### src/rtl/zx_kbd_pkg.sv
// Shared constants and FSM state type for the ZX Spectrum keyboard SPI receiver.
package zx_kbd_pkg;

   localparam int KBD_ROWS       = 8;
   localparam int KBD_COLS       = 5;
   localparam int KBD_FRAME_BITS = 72;

   localparam logic [KBD_COLS-1:0] KBD_ROW_RELEASED = 5'b11111;

   typedef enum logic [1:0] {
      IDLE   = 2'd0,
      SHIFT  = 2'd1,
      COMMIT = 2'd2
   } kbd_state_e;

endpackage

### src/rtl/zx_sync_edge.sv
// Multi-flop synchroniser for one asynchronous input, with an edge-history
// flop providing single-cycle rise and fall pulses.
module zx_sync_edge #(
   parameter int   SYNC_STAGES = 2,
   parameter logic RST_VAL     = 1'b0
) (
   input  logic CLK_14MHZ,
   input  logic CPU_RESET,
   input  logic async_i,
   output logic level_o,
   output logic rise_o,
   output logic fall_o
);

   logic [SYNC_STAGES-1:0] sync_q;
   logic                   hist_q;

   always_ff @(posedge CLK_14MHZ or negedge CPU_RESET) begin
      if (!CPU_RESET) begin
         sync_q <= {SYNC_STAGES{RST_VAL}};
         hist_q <= RST_VAL;
      end else begin
         sync_q <= {sync_q[SYNC_STAGES-2:0], async_i};
         hist_q <= sync_q[SYNC_STAGES-1];
      end
   end

   assign level_o = sync_q[SYNC_STAGES-1];
   assign rise_o  =  sync_q[SYNC_STAGES-1] & ~hist_q;
   assign fall_o  = ~sync_q[SYNC_STAGES-1] &  hist_q;

endmodule

### src/rtl/zx_kbd_spi_rx.sv
// SPI slave receiving the 8x5 Spectrum key matrix plus Kempston byte and
// resolving port #FE kd[4:0]. Optional watchdog: define KBD_WATCHDOG_EN.
module zx_kbd_spi_rx
   import zx_kbd_pkg::*;
#(
   parameter int FRAME_BITS     = KBD_FRAME_BITS,
   parameter int SYNC_STAGES    = 2,
   parameter int TIMEOUT_CYCLES = 1400000
) (
   input  logic                CLK_14MHZ,
   input  logic                CPU_RESET,
   input  logic                KBD_CLK,
   input  logic                KBD_CS,
   input  logic                KBD_DI,
   input  logic [7:0]          A_HI,
   output logic [KBD_COLS-1:0] kd,
   output logic [7:0]          kempston,
   output logic                frame_ok,
   output logic                frame_err
);

   localparam int               CNT_W     = 7;
   localparam logic [CNT_W-1:0] CNT_MAX   = '1;
   localparam logic [CNT_W-1:0] FRAME_CNT = CNT_W'(FRAME_BITS);

   // The frame layout is fixed at eight row bytes plus one joystick byte.
   if (FRAME_BITS != KBD_ROWS*8 + 8 || SYNC_STAGES < 2 || TIMEOUT_CYCLES < 2) begin : g_bad_cfg
      $error("zx_kbd_spi_rx: unsupported parameter set");
   end

   logic sck_lvl, sck_rise, sck_fall;
   logic cs_lvl, cs_rise, cs_fall;
   logic di_lvl, di_rise, di_fall;

   zx_sync_edge #(.SYNC_STAGES(SYNC_STAGES), .RST_VAL(1'b0)) u_sync_clk (
      .CLK_14MHZ (CLK_14MHZ),
      .CPU_RESET (CPU_RESET),
      .async_i   (KBD_CLK),
      .level_o   (sck_lvl),
      .rise_o    (sck_rise),
      .fall_o    (sck_fall)
   );

   zx_sync_edge #(.SYNC_STAGES(SYNC_STAGES), .RST_VAL(1'b1)) u_sync_cs (
      .CLK_14MHZ (CLK_14MHZ),
      .CPU_RESET (CPU_RESET),
      .async_i   (KBD_CS),
      .level_o   (cs_lvl),
      .rise_o    (cs_rise),
      .fall_o    (cs_fall)
   );

   zx_sync_edge #(.SYNC_STAGES(SYNC_STAGES), .RST_VAL(1'b1)) u_sync_di (
      .CLK_14MHZ (CLK_14MHZ),
      .CPU_RESET (CPU_RESET),
      .async_i   (KBD_DI),
      .level_o   (di_lvl),
      .rise_o    (di_rise),
      .fall_o    (di_fall)
   );

   kbd_state_e                        state_q, state_d;
   logic [CNT_W-1:0]                  cnt_q, cnt_d;
   logic [FRAME_BITS-1:0]             shift_q, shift_d;
   logic [KBD_ROWS-1:0][KBD_COLS-1:0] row_q, row_d;
   logic [7:0]                        joy_q, joy_d;
   logic                              commit_ok, commit_err;

   always_ff @(posedge CLK_14MHZ or negedge CPU_RESET) begin
      if (!CPU_RESET) begin
         state_q <= IDLE;
      end else begin
         state_q <= state_d;
      end
   end

   // A CS falling edge restarts reception from any state.
   always_comb begin
      state_d = state_q;
      case (state_q)
         IDLE:    if (!cs_lvl) state_d = SHIFT;
         SHIFT:   if (cs_rise) state_d = COMMIT;
         COMMIT:  state_d = IDLE;
         default: state_d = IDLE;
      endcase
      if (cs_fall) state_d = SHIFT;
   end

   always_comb begin
      commit_ok  = 1'b0;
      commit_err = 1'b0;
      if (state_q == COMMIT) begin
         if (cnt_q == FRAME_CNT) commit_ok  = 1'b1;
         else                    commit_err = 1'b1;
      end
   end

   assign frame_ok  = commit_ok;
   assign frame_err = commit_err;

   // A clock edge coinciding with the CS rise is still taken while in SHIFT.
   always_comb begin
      cnt_d   = cnt_q;
      shift_d = shift_q;
      if (cs_fall || state_q == IDLE) begin
         cnt_d = '0;
      end else if (state_q == SHIFT && sck_rise) begin
         shift_d = {shift_q[FRAME_BITS-2:0], di_lvl};
         if (cnt_q != CNT_MAX) cnt_d = cnt_q + 1'b1;
      end
   end

`ifdef KBD_WATCHDOG_EN
   localparam int              WD_W    = $clog2(TIMEOUT_CYCLES);
   localparam logic [WD_W-1:0] WD_LAST = WD_W'(TIMEOUT_CYCLES - 1);

   logic [WD_W-1:0] wd_q, wd_d;
   logic            wd_expired;

   assign wd_expired = (wd_q == WD_LAST);

   always_comb begin
      wd_d = wd_q;
      if (commit_ok)        wd_d = '0;
      else if (!wd_expired) wd_d = wd_q + 1'b1;
   end

   always_ff @(posedge CLK_14MHZ or negedge CPU_RESET) begin
      if (!CPU_RESET) wd_q <= '0;
      else            wd_q <= wd_d;
   end
`endif

   // Byte i of the frame lands MSB-first, so row i sits at the top of the register.
   always_comb begin
      row_d = row_q;
      joy_d = joy_q;
      if (commit_ok) begin
         for (int i = 0; i < KBD_ROWS; i++) begin
            row_d[i] = shift_q[FRAME_BITS-8*(i+1) +: KBD_COLS];
         end
         joy_d = shift_q[7:0];
      end
`ifdef KBD_WATCHDOG_EN
      else if (wd_expired) begin
         row_d = {KBD_ROWS{KBD_ROW_RELEASED}};
         joy_d = '0;
      end
`endif
   end

   always_ff @(posedge CLK_14MHZ or negedge CPU_RESET) begin
      if (!CPU_RESET) begin
         cnt_q   <= '0;
         shift_q <= '1;
         row_q   <= {KBD_ROWS{KBD_ROW_RELEASED}};
         joy_q   <= '0;
      end else begin
         cnt_q   <= cnt_d;
         shift_q <= shift_d;
         row_q   <= row_d;
         joy_q   <= joy_d;
      end
   end

   always_comb begin
      kd = KBD_ROW_RELEASED;
      for (int i = 0; i < KBD_ROWS; i++) begin
         if (!A_HI[i]) kd = kd & row_q[i];
      end
   end

   assign kempston = joy_q;

   logic unused_sync;
   assign unused_sync = &{1'b0, sck_lvl, sck_fall, di_rise, di_fall, shift_q[FRAME_BITS-1]};

endmodule
### config.mk
export PLATFORM = sky130hd
export DESIGN_NAME = zx_kbd_spi_rx
export DESIGN_NICKNAME = d
export VERILOG_FILES = /design/src/rtl/zx_kbd_pkg.sv /design/src/rtl/zx_sync_edge.sv /design/src/rtl/zx_kbd_spi_rx.sv
export SDC_FILE = /design/constraint.sdc
export NUM_CORES = 1
export LEC_CHECK = 0
export ABC_AREA = 1
export CAP_MARGIN = 5
export CORE_AREA = 2 2 96 98
export CTS_CLUSTER_SIZE = 24
export DETAILED_ROUTE_END_ITERATION = 6
export DIE_AREA = 0 0 98 100
export GPL_ROUTABILITY_DRIVEN = 0
export HOLD_SLACK_MARGIN = 0.06
export PLACE_DENSITY = 0.94
export SETUP_SLACK_MARGIN = 0.05
export SLEW_MARGIN = 20
export SYNTH_ARGS = -nofsm -noshare
export SYNTH_HDL_FRONTEND = slang
export SYNTH_SLANG_ARGS = --single-unit
export TNS_END_PERCENT = 1
### constraint.sdc
create_clock -name CLK_14MHZ -period 2.3 [get_ports CLK_14MHZ]
set_input_delay 0.46 -clock CLK_14MHZ [delete_from_list [all_inputs] [get_ports CLK_14MHZ]]
set_output_delay 0.46 -clock CLK_14MHZ [all_outputs]
set_load 0.005 [all_outputs]
==> metrics.cfg, run 1 <==
[run_status]
outcome = completed

[synthesis]
synth_top_area_cell = dfstp_2
syn_inst = 561
yosys.cell_types.count = 28
synth_flop_cell = dfstp_2
syn_area_per_cell_um2 = 9.766
syn-num-nets = 577
synthTopCellsByArea = dfstp_2, nand2_1, dfrtp_1, o21ai_0, o21ai_1
synth-edff-count = 0
synth_top_area_share_pct = 54.67
ys_seq_area_share_pct = 63.80
ys.warnings.count = 0
synthesis.area_um2 = 5479
synth-seq-cells = 134
async_reset_ff_share_pct = 100.0

[global_routing]
grt_pass1_vias = 4250
grt_start_max_net_pins = 126
grt_usage_pct = 27.68
gr-total-overflow = 0
antenna_found_initial = 0
grt_pass1_wl_um = 20960

[setup_path]
cp.required_ps = 1840
cp-start-kind = input port
reg2reg_from = cnt_q[0]$_DFFE_PN0P_
reg2reg_slack_ps = 210
ff2ff_path_depth = 8
worstPathArrival_ps = 1780
cp_max_fo = 5
crit_type = input port to output port
r2r-end = row_q[6]$_DFFE_PN1P_
end_kind = output port

[power]
switching_share_pct = 29.29
p_clk_share_pct = 35.1
p_leak_nw = 2.607
ir_drop_mv = 0.5254
p_per_area_nw_per_um2 = 1047
seqPwrFrac_pct = 49.7
intPower_mw = 4.747
switchingPower_mw = 1.966
p_comb_share_pct = 15.2

[placed_design]
hpwl_um = 7687
port_buffers = 27
place_area_um2 = 5824

[timing]
drv_slew = 0
fin_skew_ps = 7.660
period_share_pct = 97.54
rsz0062_at_grt = true
worst_slew_margin_rel_pct = 42.24
fin_tns_setup_ps = 0
finalSetupViolations = 0
min_period_ps = 2244
tightest_slew_ps = 866.4
fmax_mhz = 445.7
hold_viol = 0

[drt]
dr.pass1.iters = 5
wl_um = 12760
dr.first_iter.drc_count = 296
viasPerCell = 5.857
drc = 0
post_drt_wl_per_cell_um = 17.72
antenna_left = 0
vias = 4217

[final_layout]
drive_gt1_share_pct = 30.71
nets = 612
layout_common_cells = nand2_1, dfstp_2, inv_1, o21ai_0, o21ai_1
design_area_um2 = 6410
area_growth_syn_to_layout_pct = 16.99
antenna_cells = 0
fin_util_pct = 72.10
layout_commonest_cell = nand2_1

[min_path]
worstHoldStart = KBD_CS
hold_path.class = input port to flop
hold_depth = 1
worstHoldEndpoint = u_sync_cs.sync_q[0]$_DFF_PN1_

[floorplanning]
die_h_um = 100
fp.coreArea_um2 = 8890
row_count = 35
start_util_pct = 61.63
fp.dieW_um = 98
dieArea_um2 = 9800
ioPinCount = 28

[clock_tree]
cts_tree = built
clk-insertion-delay-late_ps = 520
path_clk_slew_ps = 60
cts_root_buffer = clkbuf_8
cts_made_buffers = 17
htreeDepth = 4
cts_buffer_depth = 2
clock-sinks = 134

[run]
cap_violations = 0

## critical path, cell delays in order
cell	delay [ps]
clkdlybuf4s50_1	610
nor2_1	90
nor2_2	170
o221ai_2	120
nor3_1	190
buf_2	140
## per-layer routing
layer  GRT usage (%)  vias up  part of all wire, %
met3           8.983       76                  8.4
met5               0        -                    0
met4           17.31        0                  5.4
li1                -     1875                    -
met1           32.67     2030                   39
met2           44.26      236                   47
## how the worst max path moves through the flow
stage | from | end | slack [ps]
2_1_floorplan | cnt_q[0]$_DFFE_PN0P_ | frame_ok | 690
3_5_place_dp | A_HI[4] | kd[3] | -310
3_3_place_gp | A_HI[7] | kd[3] | -70
6_report | A_HI[7] | kd[3] | 60
4_1_cts | cnt_q[0]$_DFFE_PN0P_ | frame_ok | 10
5_1_grt | row_q[32]$_DFFE_PN1P_ | kd[2] | -1
## synth_stat cells (all sizes together) (3+ instances only)
| master | n |
|---|---|
| nand2 | 152 |
| dfstp | 114 |
| o21ai | 99 |
| inv | 58 |
| nor2 | 32 |
| nand3 | 21 |
| dfrtp | 20 |
| buf | 14 |
| clkbuf | 12 |
| o22ai | 10 |
| a21oi | 9 |
| nor3 | 7 |
| o221ai | 5 |
| ha | 3 |
## through the flow
step,power (mW),hold slack [ps],std cells,setup WS (ps)
3_5_place_dp,4.250,342.7,684,-307.7
5_1_grt,7.034,336.7,720,-1.341
2_1_floorplan,3.905,164.4,561,687.8
4_1_cts,6.682,330.4,720,11.65
6_report,6.713,344.6,720,56.49
3_3_place_gp,4.112,334.2,684,-73.75
## area by class of cell
type / count / area, µm²
Clock buffer: 18 / 417.9
Clock inverter: 14 / 102.6
Fill cell: 535 / 2480
Inverter: 58 / 217.7
Multi-Input combinational cell: 343 / 1644
Sequential cell: 134 / 3496
Tap cell: 111 / 138.9
Timing Repair Buffer: 42 / 392.9
## logic make-up (layout without fill, tap and decap cells)
logic type / after synthesis / after routing / synth area share, %
AO/OA/AOI/OAI: 124 / 124 / 11.94
XOR/XNOR: 2 / 2 / 0.3198
adder cells (fa/ha/maj): 3 / 3 / 0.6852
buffers and inverters: 84 / 132 / 7.285
flip-flops: 134 / 134 / 63.80
AND/OR/NAND/NOR: 214 / 214 / 15.96
## registers in the layout, summed over array words and instances (netlist names)
name               cells
cnt_q                  7
u_sync_clk.hist_q      1
shift_q               69
u_sync_cs.sync_q       2
u_sync_cs.hist_q       1
state_q                2
kempston               8
u_sync_clk.sync_q      2
u_sync_di.sync_q       2
row_q                 40
## power groups by stage
stage               clock network (mW)  registers, mW  logic, mW
finish                            2.36           3.34       1.02
global route                      2.49           3.38       1.16
CTS                               2.38           3.32      0.988
detailed placement                   0           3.35      0.900
global placement                     0           3.31      0.800
floorplan                            0           3.27      0.631
## what timing repair did
item / in CTS / in global routing
hold buffers: 1 / 0
setup endpoints to repair: 7 / 6
hold endpoints to repair: 15 / 0
pin swaps: 8 / 5
resized for setup: 26 / 10
setup buffers: 3 / 0
Power figures use the tool's default switching activity.
==> run 2: changes to the inputs <==
--- a/config.mk
+++ b/config.mk
@@ -7,10 +7,10 @@
 export LEC_CHECK = 0
 export ABC_AREA = 1
 export CAP_MARGIN = 5
-export CORE_AREA = 2 2 96 98
+export CORE_AREA = 4 4 99 101
 export CTS_CLUSTER_SIZE = 24
 export DETAILED_ROUTE_END_ITERATION = 6
-export DIE_AREA = 0 0 98 100
+export DIE_AREA = 0 0 103 105
 export GPL_ROUTABILITY_DRIVEN = 0
 export HOLD_SLACK_MARGIN = 0.06
 export PLACE_DENSITY = 0.94
@@ -18,5 +18,6 @@
 export SLEW_MARGIN = 20
 export SYNTH_ARGS = -nofsm -noshare
 export SYNTH_HDL_FRONTEND = slang
+export SYNTH_HIERARCHICAL = 1
 export SYNTH_SLANG_ARGS = --single-unit
 export TNS_END_PERCENT = 1
==> metrics.cfg, run 2 <==
[timing]
fmax_mhz = 454.4
finalSetupViolations = 0
drv_slew = 0
worst_slew_margin_rel_pct = 54.09
fin_ws_ps = 99.38
min_period_ps = 2201
hold_viol = 0
tightest_slew_ps = 688.6
rsz0062_at_grt = true
fin_tns_setup_ps = 0
period_share_pct = 95.68
fin_skew_ps = 7.442

[floorplanning]
ioPinCount = 28
fp.dieW_um = 103
start_util_pct = 61.69
row_count = 35
dieArea_um2 = 10820
die_h_um = 105
fp.coreArea_um2 = 9021

[power]
switchingPower_mw = 1.933
p_leak_nw = 3.022
seqPwrFrac_pct = 48.8
p_comb_share_pct = 13.6
ir_drop_mv = 0.6789
intPower_mw = 4.783
p_clk_share_pct = 37.6
p_per_area_nw_per_um2 = 1022
switching_share_pct = 28.78
power.total_mw = 6.715

[setup_path]
cp.required_ps = 1840
cp-start-kind = flop
end_kind = output port
r2r-end = shift_q[65]$_DFFE_PN1P_
cp_max_fo = 2
worstPathArrival_ps = 1740
cp-endpoint = kd[3]
reg2reg_from = u_sync_cs/hist_q$_DFF_PN1_
crit_type = flop to output port
ff2ff_path_depth = 7
reg2reg_slack_ps = 390
startpoint = row_q[33]$_DFFE_PN1P_

[final_layout]
layout_commonest_cell = nand2_1
antenna_cells = 0
fin_cells = 763
n_fill_cell = 566
area_growth_syn_to_layout_pct = 18.05
layout_common_cells = nand2_1, dfstp_2, nor2_1, nand3_1, inv_1
design_area_um2 = 6570
nets = 654
largest_register = shift_q
drive_gt1_share_pct = 27.91
largest_reg_flops = 69

[clock_tree]
path_clk_slew_ps = 60
clock-sinks = 134
htreeDepth = 4
cts_made_buffers = 17
cts_buffer_depth = 2
cts_tree = built
clk-insertion-delay-late_ps = 520
cts_root_buffer = clkbuf_8

[placed_design]
hpwl_um = 7336
place_area_um2 = 5971
port_buffers = 27
dp_slack_ps = -136.0
post-place-cells = 728

[drt]
dr.first_iter.drc_count = 388
drc = 0
routed-wl-met2_um = 6121
dr.pass1.iters = 5
top_layer = met4
post_drt_wl_per_cell_um = 16.09
wl_um = 12280
drt-met1-wl_um = 5104
vias = 4296
met3RoutedLength_um = 877
antenna_left = 0
viasPerCell = 5.630

[global_routing]
grt_pass1_wl_um = 19820
gr-total-overflow = 0
antenna_found_initial = 0
grt_pass1_vias = 4181
grt_start_max_net_pins = 72
grt_usage_pct = 23.75

[synthesis]
ys.warnings.count = 6
syn_area_per_cell_um2 = 9.245
syn-num-nets = 617
syn_inst = 602
synthesis.area_um2 = 5565

[min_path]
hold_path.class = input port to flop

[run]
cap_violations = 0

[run_status]
outcome = completed

-- run 2: cell types whose count changed in the layout (fill, tap and decap cells not counted), moves of 6 or more --
cell and delta:
clkinvlp_4 -6, inv_1 -23, nand2_1 +71, nand3_1 +27, nor2_1 +23, o21ai_0 -32, o21ai_1 -17, o221ai_1 +8
o22ai_1 -9
-- run 2: worst max-delay path, stage by stage (launching register included) --
cell,delay [ps]
dfstp_2,560
nor2_1,50
nor2_1,110
o221ai_1,130
nor2_1,120
dlygate4sd2_1,250
-- run 2: worst min path at each step --
| stage | from | to | slack (ps) | cells past startpoint |
|---|---|---|---|---|
| 2_1_floorplan | CPU_RESET | cnt_q[0]$_DFFE_PN0P_ | 160 | 0 |
| 3_3_place_gp | u_sync_clk/sync_q[0]$_DFF_PN0_ | u_sync_clk/sync_q[1]$_DFF_PN0_ | 340 | 0 |
| 3_5_place_dp | u_sync_clk/sync_q[0]$_DFF_PN0_ | u_sync_clk/sync_q[1]$_DFF_PN0_ | 340 | 0 |
| 4_1_cts | KBD_DI | u_sync_di/sync_q[0]$_DFF_PN1_ | 320 | 1 |
| 5_1_grt | KBD_DI | u_sync_di/sync_q[0]$_DFF_PN1_ | 310 | 1 |
| 6_report | KBD_DI | u_sync_di/sync_q[0]$_DFF_PN1_ | 340 | 1 |
-- run 2: repair_timing --
item	4_1_cts	5_1_grt
setup endpoints to repair	7	7
pin swaps	1	3
hold buffers	1	0
setup buffers	2	0
resized for setup	6	11
hold endpoints to repair	4	0
-- run 2: per-stage QoR --
step | hold WS [ps] | utilization [%]
final | 336.5 | 72.83
after global placement | 337.8 | 66.19
after detailed placement | 340.5 | 66.19
after CTS | 324.8 | 72.66
after global routing | 311.9 | 72.83
after floorplan | 164.4 | -
-- run 2: metal layers --
layer  track usage, %  vias up
li1                 -     1996
met1            30.95     2109
met2            37.49      171
met3            6.876       20
met4            8.788        0
met5                0        -
-- run 2: power by group through the flow --
stage               Clock, mW  Sequential [mW]  Combinational, mW
finish                   2.52             3.28              0.914
CTS                      2.55             3.26              0.913
detailed placement          0             3.29              0.854
floorplan                   0             3.22              0.619
global route             2.66             3.32               1.03
global placement            0             3.26              0.804
-- run 2: final cells by class --
type                    instances  area, µm²  area share (%)
flip-flops and latches        134       3496           53.21
inverters                      39      147.6           2.247
multi-input cells             402       1787           27.19
well taps                     111      138.9           2.114
clock inverters                15      143.9           2.190
repair buffers                 45      442.9           6.742
clock buffers                  17      414.1           6.304
